File: src/rtl/frame_mode_sched_pkg.sv
//==============================================================================
// Module   : frame_mode_sched_pkg
// Brief    : Shared types for the frame-synchronous mode scheduler: mode
//            encodings, FSM states, status-LED bit positions and LED packing.
// Revision : 1.0 - initial release
//==============================================================================
`default_nettype none

package frame_mode_sched_pkg;

   typedef logic [1:0] mode_t;

   localparam mode_t DIRECT    = 2'b00;
   localparam mode_t INV       = 2'b01;
   localparam mode_t BLK_DARK  = 2'b10;
   localparam mode_t BLK_LIGHT = 2'b11;

   typedef enum logic [1:0] {
      WAIT_VS = 2'd0,
      ACTIVE  = 2'd1,
      NOSIG   = 2'd2
   } state_t;

   localparam int LED_BLK  = 0;
   localparam int LED_RSVD = 1;
   localparam int LED_STAT = 2;
   localparam int LED_INV  = 3;

   // Status LEDs: invert bit, block bit, status lamp; reserved bit is always off
   function automatic logic [3:0] led_pack(input mode_t mode, input logic stat);
      logic [3:0] led;
      led           = 4'b0000;
      led[LED_INV]  = mode[0];
      led[LED_BLK]  = mode[1];
      led[LED_STAT] = stat;
      led[LED_RSVD] = 1'b0;
      return led;
   endfunction

endpackage

`default_nettype wire

File: src/rtl/frame_luma_stat.sv
//==============================================================================
// Module   : frame_luma_stat
// Brief    : Per-frame gray-level accumulator; flags a frame as bright when its
//            mean gray exceeds BRIGHT_TH. Only built with FRAME_MODE_AUTO_EN.
// Revision : 1.0 - initial release
//==============================================================================
`default_nettype none

`ifdef FRAME_MODE_AUTO_EN
module frame_luma_stat #(
   parameter int BRIGHT_TH = 5
) (
   input  logic       clk,
   input  logic       rst_n,
   input  logic       de,
   input  logic [2:0] gray,
   input  logic       frame_end,
   output logic       bright
);

   logic [23:0] sum;
   logic [21:0] count;

   // mean > TH  <=>  sum > TH*count, avoiding a divider
   assign bright = ({2'b00, sum} > (26'(BRIGHT_TH) * {4'b0000, count}));

   // Accumulate active pixels; restart at every frame boundary
   always_ff @(posedge clk or negedge rst_n) begin
      if (!rst_n) begin
         sum   <= '0;
         count <= '0;
      end else if (frame_end) begin
         sum   <= '0;
         count <= '0;
      end else if (de) begin
         sum   <= sum + {21'd0, gray};
         count <= count + 22'd1;
      end
   end

endmodule
`endif

`default_nettype wire

File: src/rtl/frame_mode_sched.sv
//==============================================================================
// Module   : frame_mode_sched
// Brief    : Collects inversion-mode requests and commits them only on vsync
//            rising edges; a watchdog drops into NOSIG (immediate commits) when
//            vsync disappears. Optional auto-invert under FRAME_MODE_AUTO_EN.
// Revision : 1.0 - initial release
//==============================================================================
`default_nettype none

module frame_mode_sched
   import frame_mode_sched_pkg::*;
#(
   parameter int    TIMEOUT     = 2_500_000,
   parameter mode_t RESET_MODE  = BLK_DARK,
   parameter int    AUTO_FRAMES = 8,
   parameter int    BRIGHT_TH   = 5
) (
   input  logic       vin_clk_i,
   input  logic       rst_n,
   input  logic       vs_i,
   input  logic       de_i,
   input  logic [2:0] gray_i,
   input  logic       req_blk_i,
   input  logic       req_inv_i,
   input  logic       hold_direct_i,
   input  logic       auto_en_i,
   output logic [1:0] mode_o,
   output logic       commit_o,
   output logic       nosig_o,
   output logic [3:0] led_o
);

   localparam logic [31:0] WD_MAX = 32'(TIMEOUT - 1);

   state_t      state;
   logic        vs_q;
   logic        vs_rise;
   logic [1:0]  req;
   logic [1:0]  pending;
   mode_t       base;
   logic        hold_q;
   logic [31:0] wd_cnt;
   logic        auto_flip;
   logic        auto_next;
   mode_t       base_next;
   mode_t       mode_next;

   assign vs_rise = vs_i & ~vs_q;
   assign req     = {req_blk_i, req_inv_i};

`ifdef FRAME_MODE_AUTO_EN
   logic       bright;
   logic       auto_state;
   logic [3:0] streak;
   logic [4:0] streak_inc;

   frame_luma_stat #(
      .BRIGHT_TH (BRIGHT_TH)
   ) u_luma_stat (
      .clk       (vin_clk_i),
      .rst_n     (rst_n),
      .de        (de_i),
      .gray      (gray_i),
      .frame_end (vs_rise),
      .bright    (bright)
   );

   assign streak_inc = {1'b0, streak} + 5'd1;
   assign auto_flip  = vs_rise & auto_en_i & (bright != auto_state) &
                       (streak_inc == 5'(AUTO_FRAMES));
   assign auto_next  = auto_state ^ auto_flip;

   // Count consecutive frames disagreeing with the auto state; toggle on a full streak
   always_ff @(posedge vin_clk_i or negedge rst_n) begin
      if (!rst_n) begin
         streak     <= '0;
         auto_state <= 1'b0;
      end else if (vs_rise) begin
         if (!auto_en_i || (bright == auto_state)) begin
            streak <= '0;
         end else if (auto_flip) begin
            streak     <= '0;
            auto_state <= ~auto_state;
         end else begin
            streak <= streak_inc[3:0];
         end
      end
   end
`else
   logic unused_auto;
   assign unused_auto = (^{auto_en_i, de_i, gray_i}) ^ (AUTO_FRAMES > 0) ^ (BRIGHT_TH > 0);
   assign auto_flip   = 1'b0;
   assign auto_next   = 1'b0;
`endif

   // Candidate base folds in same-cycle requests; hold overrides to DIRECT
   always_comb begin
      base_next = base ^ pending ^ req ^ {1'b0, auto_flip};
      mode_next = hold_direct_i ? DIRECT : base_next;
   end

   // Frame-synchronous commit FSM with vsync watchdog; all outputs registered
   always_ff @(posedge vin_clk_i or negedge rst_n) begin
      if (!rst_n) begin
         state    <= WAIT_VS;
         vs_q     <= 1'b0;
         pending  <= 2'b00;
         base     <= RESET_MODE;
         hold_q   <= 1'b0;
         wd_cnt   <= '0;
         mode_o   <= RESET_MODE;
         commit_o <= 1'b0;
         nosig_o  <= 1'b0;
         led_o    <= led_pack(RESET_MODE, 1'b0);
      end else begin
         vs_q     <= vs_i;
         commit_o <= 1'b0;
         if (vs_rise) begin
            state    <= ACTIVE;
            base     <= base_next;
            pending  <= 2'b00;
            hold_q   <= hold_direct_i;
            wd_cnt   <= '0;
            mode_o   <= mode_next;
            commit_o <= 1'b1;
            nosig_o  <= 1'b0;
            led_o    <= led_pack(mode_next, auto_next);
         end else begin
            case (state)
               NOSIG: begin
                  // No frame timing to wait for: apply every change at once
                  base     <= base_next;
                  pending  <= 2'b00;
                  hold_q   <= hold_direct_i;
                  mode_o   <= mode_next;
                  commit_o <= (base_next != base) || (hold_direct_i != hold_q);
                  led_o    <= led_pack(mode_next, 1'b1);
               end
               default: begin
                  pending <= pending ^ req;
                  if (wd_cnt == WD_MAX) begin
                     if (state == ACTIVE) begin
                        state   <= NOSIG;
                        nosig_o <= 1'b1;
                        led_o   <= led_pack(mode_o, 1'b1);
                     end
                  end else begin
                     wd_cnt <= wd_cnt + 32'd1;
                  end
               end
            endcase
         end
      end
   end

endmodule

`default_nettype wire

File: config.mk
export PLATFORM = sky130hd
export DESIGN_NAME = frame_mode_sched
export DESIGN_NICKNAME = d
export VERILOG_FILES = /design/src/rtl/frame_mode_sched_pkg.sv /design/src/rtl/frame_luma_stat.sv /design/src/rtl/frame_mode_sched.sv
export SDC_FILE = /design/constraint.sdc
export NUM_CORES = 1
export LEC_CHECK = 0
export BUFFER_PORTS_ARGS = -buffer_cell sky130_fd_sc_hd__buf_2
export CORE_MARGIN = 3
export CORE_UTILIZATION = 60
export CTS_CLUSTER_SIZE = 10
export DETAILED_ROUTE_END_ITERATION = 7
export PLACE_DENSITY = 0.8
export SKIP_LAST_GASP = 1
export SLEW_MARGIN = 20
export SYNTH_ARGS = -nofsm -noshare
export SYNTH_HDL_FRONTEND = slang
export SYNTH_SLANG_ARGS = --single-unit
File: constraint.sdc
create_clock -name vin_clk_i -period 5.7 [get_ports vin_clk_i]
set_clock_uncertainty 0.1 [all_clocks]
set_input_delay 1.14 -clock vin_clk_i [delete_from_list [all_inputs] [get_ports vin_clk_i]]
set_output_delay 1.14 -clock vin_clk_i [all_outputs]
set_load 0.05 [all_outputs]
==> summary.txt <==
Status
  – Status: completed

Global route
  – First-pass GRT wire length: 8700 um
  – Total grt overflow: 0
  – Initial antenna violation count: 0
  – Vias in the first global route: 1855
  – Global Route Usage Sum: 21.3%
  – Largest net degree at the start of global routing: 47

STA
  – Final setup TNS: 0 ns
  – Slew Limit Fails: 0
  – Max Freq: 0.409 GHz
  – Hold Fails Final Rpt: 0
  – Worst slew margin: 45.1%
  – Final worst-path cycle share: 42.9%
  – Setup Viol. Count Final: 0
  – Setup ws final: 3.26 ns
  – RSZ-0062 raised after global routing: false
  – Slew @ Worst Pin: 0.820 ns
  – Fin crit period: 2.44 ns

Run
  – Max-cap violations: 0

Floorplanning
  – Initial Utilization: 65.4%
  – Die H: 70.8 um
  – Die area: 0.00501 sq mm
  – Std-Cell Rows: 22
  – Die Wd: 70.8 um
  – Io pins: 19
  – Core Region: 0.00385 sq mm

Clock network
  – CTS Buf Count: 5
  – Clock Latency Late Sink: 0.29 ns
  – Cts repair resizes: 0
  – H-tree depth: 2
  – Clock Tree Buf Depth: 2
  – Post-CTS Setup Inserts: 0
  – Clock transition at path regs: 0.08 ns
  – Cts hold-fix bufs: 0
  – CTS root buf: clkbuf_8
  – CTS tree: done
  – Clk sinks: 46

Logic synthesis
  – Unique masters post-synth: 50
  – Post-Syn Nets: 267
  – Async SR Flop Fraction: 100%
  – Post-synthesis register bit count: 46
  – Synthesized instance count: 255
  – Synth area leaders: dfrtp_1 (43%), xor2_1 (5.6%), nand2_1 (5.4%), nor2_1 (3.6%), dfstp_2 (3.1%)
  – Syn. warnings: 0
  – Avg Synthesized Cell Area: 9.88 sq um
  – Top_reg_cell synth: dfrtp_1
  – Synthesized cell area: 0.00252 sq mm
  – Area leader, netlist: dfrtp_1
  – Post-synth EDFFs: 0
  – Yosys top cell area share: 42.7%
  – Seq/Total Area, Yosys: 45.9%

Final layout
  – Multi-input gate area: 0.00126 sq mm
  – Fin nets: 276
  – Layout cells sized above 1: 18.5%
  – Commonest non-fill, non-tap cell in the layout: dfrtp_1
  – Register area: 0.00115 sq mm
  – # fillers: 317
  – Commonest non-fill, non-tap cells in the layout: dfrtp_1 (43), nand2_1 (36), nor2_1 (24)
  – N_diodes: 0
  – Area grow syn2layout: 5.12%

Worst setup path
  – Worst EP required: 5.79 ns
  – Critical path peak fanout: 20
  – CP endpoint kind: flop
  – Startpoint Class: input port
  – Crit path depth: 6
  – Data arrival, critical path: 2.53 ns
  – CP top delay family: simple AND/OR/NAND/NOR gates
  – Crit-path cells: buf_2 -> nor2b_2 -> nor2_1 -> nand2_1 -> mux2_2 -> nand2_1
  – Critical-path top delay cell: nor2b_2
  – R2R depth: 6
  – Critical Path Max Stage Delay: 0.67 ns
  – Crit path buf inv count: 1
  – Cell mode on critical path: nand2_1
  – Setup CP Type: in2reg

Power
  – Peak supply drop: 0.162 mV
  – P per Cell Area: 274 mW/mm^2
  – LEAKAGE: 0.00117 uW

Place
  – Port Buffers: 12
  – Setup WS pre-CTS: 2.94 ns
  – RePlAce Congestion: 0.883
  – Final HPWL DP: 3420 um

Route
  – Vias: 1876
  – Residual DRC: 0
  – Initial drt markers: 154
  – Final ANT Viol Nets: 0
  – Routed WL: 4880 um
  – Drt first pass iters: 6
  – Avg WL per Cell: 15.6 um
  – Vias/cell: 5.99

Worst hold path
  – HP Class: reg2reg
  – Hold Crit Depth: 1
==> cell type report <==
class	instances	share of cell area, %
Multi-Input combinational cell	194	47.4
Inverter	4	0.567
Sequential cell	46	43.6
Tap cell	48	2.27
Clock buffer	7	3.26
Clock inverter	1	0.189
Timing Repair Buffer	13	2.65
==> through the flow <==
step | total power (uW) | util, % | instances | area, sq um | hold slack [ns]
floorplan | 497 | - | 255 | 2520 | 0.358
global route | 763 | 68.7 | 313 | 2650 | 0.420
finish | 726 | 68.7 | 313 | 2650 | 0.397
CTS | 734 | 68.6 | 313 | 2650 | 0.399
detailed placement | 531 | 66.3 | 305 | 2550 | 0.385
global placement | 524 | 66.3 | 305 | 2550 | 0.370
==> cell usage after synthesis, types with 2 or more instances <==
| library cell | n |
|---|---|
| nor2_1 | 24 |
| nor4_1 | 6 |
| o211ai_1 | 2 |
| a21oi_2 | 3 |
| or4_1 | 5 |
| o21ai_2 | 2 |
| o21ai_0 | 7 |
| xor2_1 | 16 |
| buf_6 | 5 |
| inv_1 | 4 |
| nand3_1 | 10 |
| o21ai_1 | 3 |
| nand2_1 | 36 |
| clkbuf_1 | 3 |
| or3_2 | 4 |
| nand2b_1 | 3 |
| a21oi_1 | 9 |
| o31ai_1 | 2 |
| xnor2_1 | 7 |
| and2_1 | 2 |
| nand4_4 | 3 |
| nand4_1 | 12 |
| dfstp_2 | 3 |
| or3_1 | 5 |
| mux2_2 | 2 |
| and4_1 | 2 |
| dfrtp_1 | 43 |
| nor3_1 | 3 |
| nor2b_1 | 2 |
| and3_1 | 7 |
==> registers in the layout, indices dropped and copies added (netlist names), 2 cells and up <==
name     count
base         2
mode_o       2
pending      2
led_o        3
wd_cnt      32
==> power by group <==
part / internal [uW] / switching [uW] / total, uW
registers: 365 / 26.5 / 392
logic: 43.1 / 89.8 / 133
clock network: 97.9 / 103 / 201
total: 506 / 220 / 726
==> worst paths after layout <==
| kind | start | endpoint | slack, ns |
|---|---|---|---|
| setup / recovery | vs_i | led_o[3] | 3.26 |
| hold / removal | base[1] | base[1] | 0.40 |
| setup reg to reg | wd_cnt[0] | wd_cnt[11] | 3.30 |
| hold reg to reg | base[1] | base[1] | 0.40 |
| max in group asynchronous | rst_n | wd_cnt[5] | 4.38 |
| min in group asynchronous | rst_n | base[0] | 0.74 |
==> routing by layer <==
| metal | vias up | part of all wire (%) | track usage [%] |
|---|---|---|---|
| met1 | 921 | 47 | 29.7 |
| met3 | 7 | 3.6 | 2.98 |
| met4 | 0 | 1.3 | 6.47 |
| li1 | 914 | - | - |
| met2 | 34 | 48 | 34.7 |
| met5 | - | 0 | 0 |
==> cells by family after synthesis <==
family,share of synthesized area (%)
mux,1.29
fa+ha+maj,0.497
simple gates,31.6
other cells,0.149
buf+inv,4.37
xor+xnor,8.00
flops,45.9
compound gates,8.20
No activity file was read; power rests on OpenSTA's default activity.
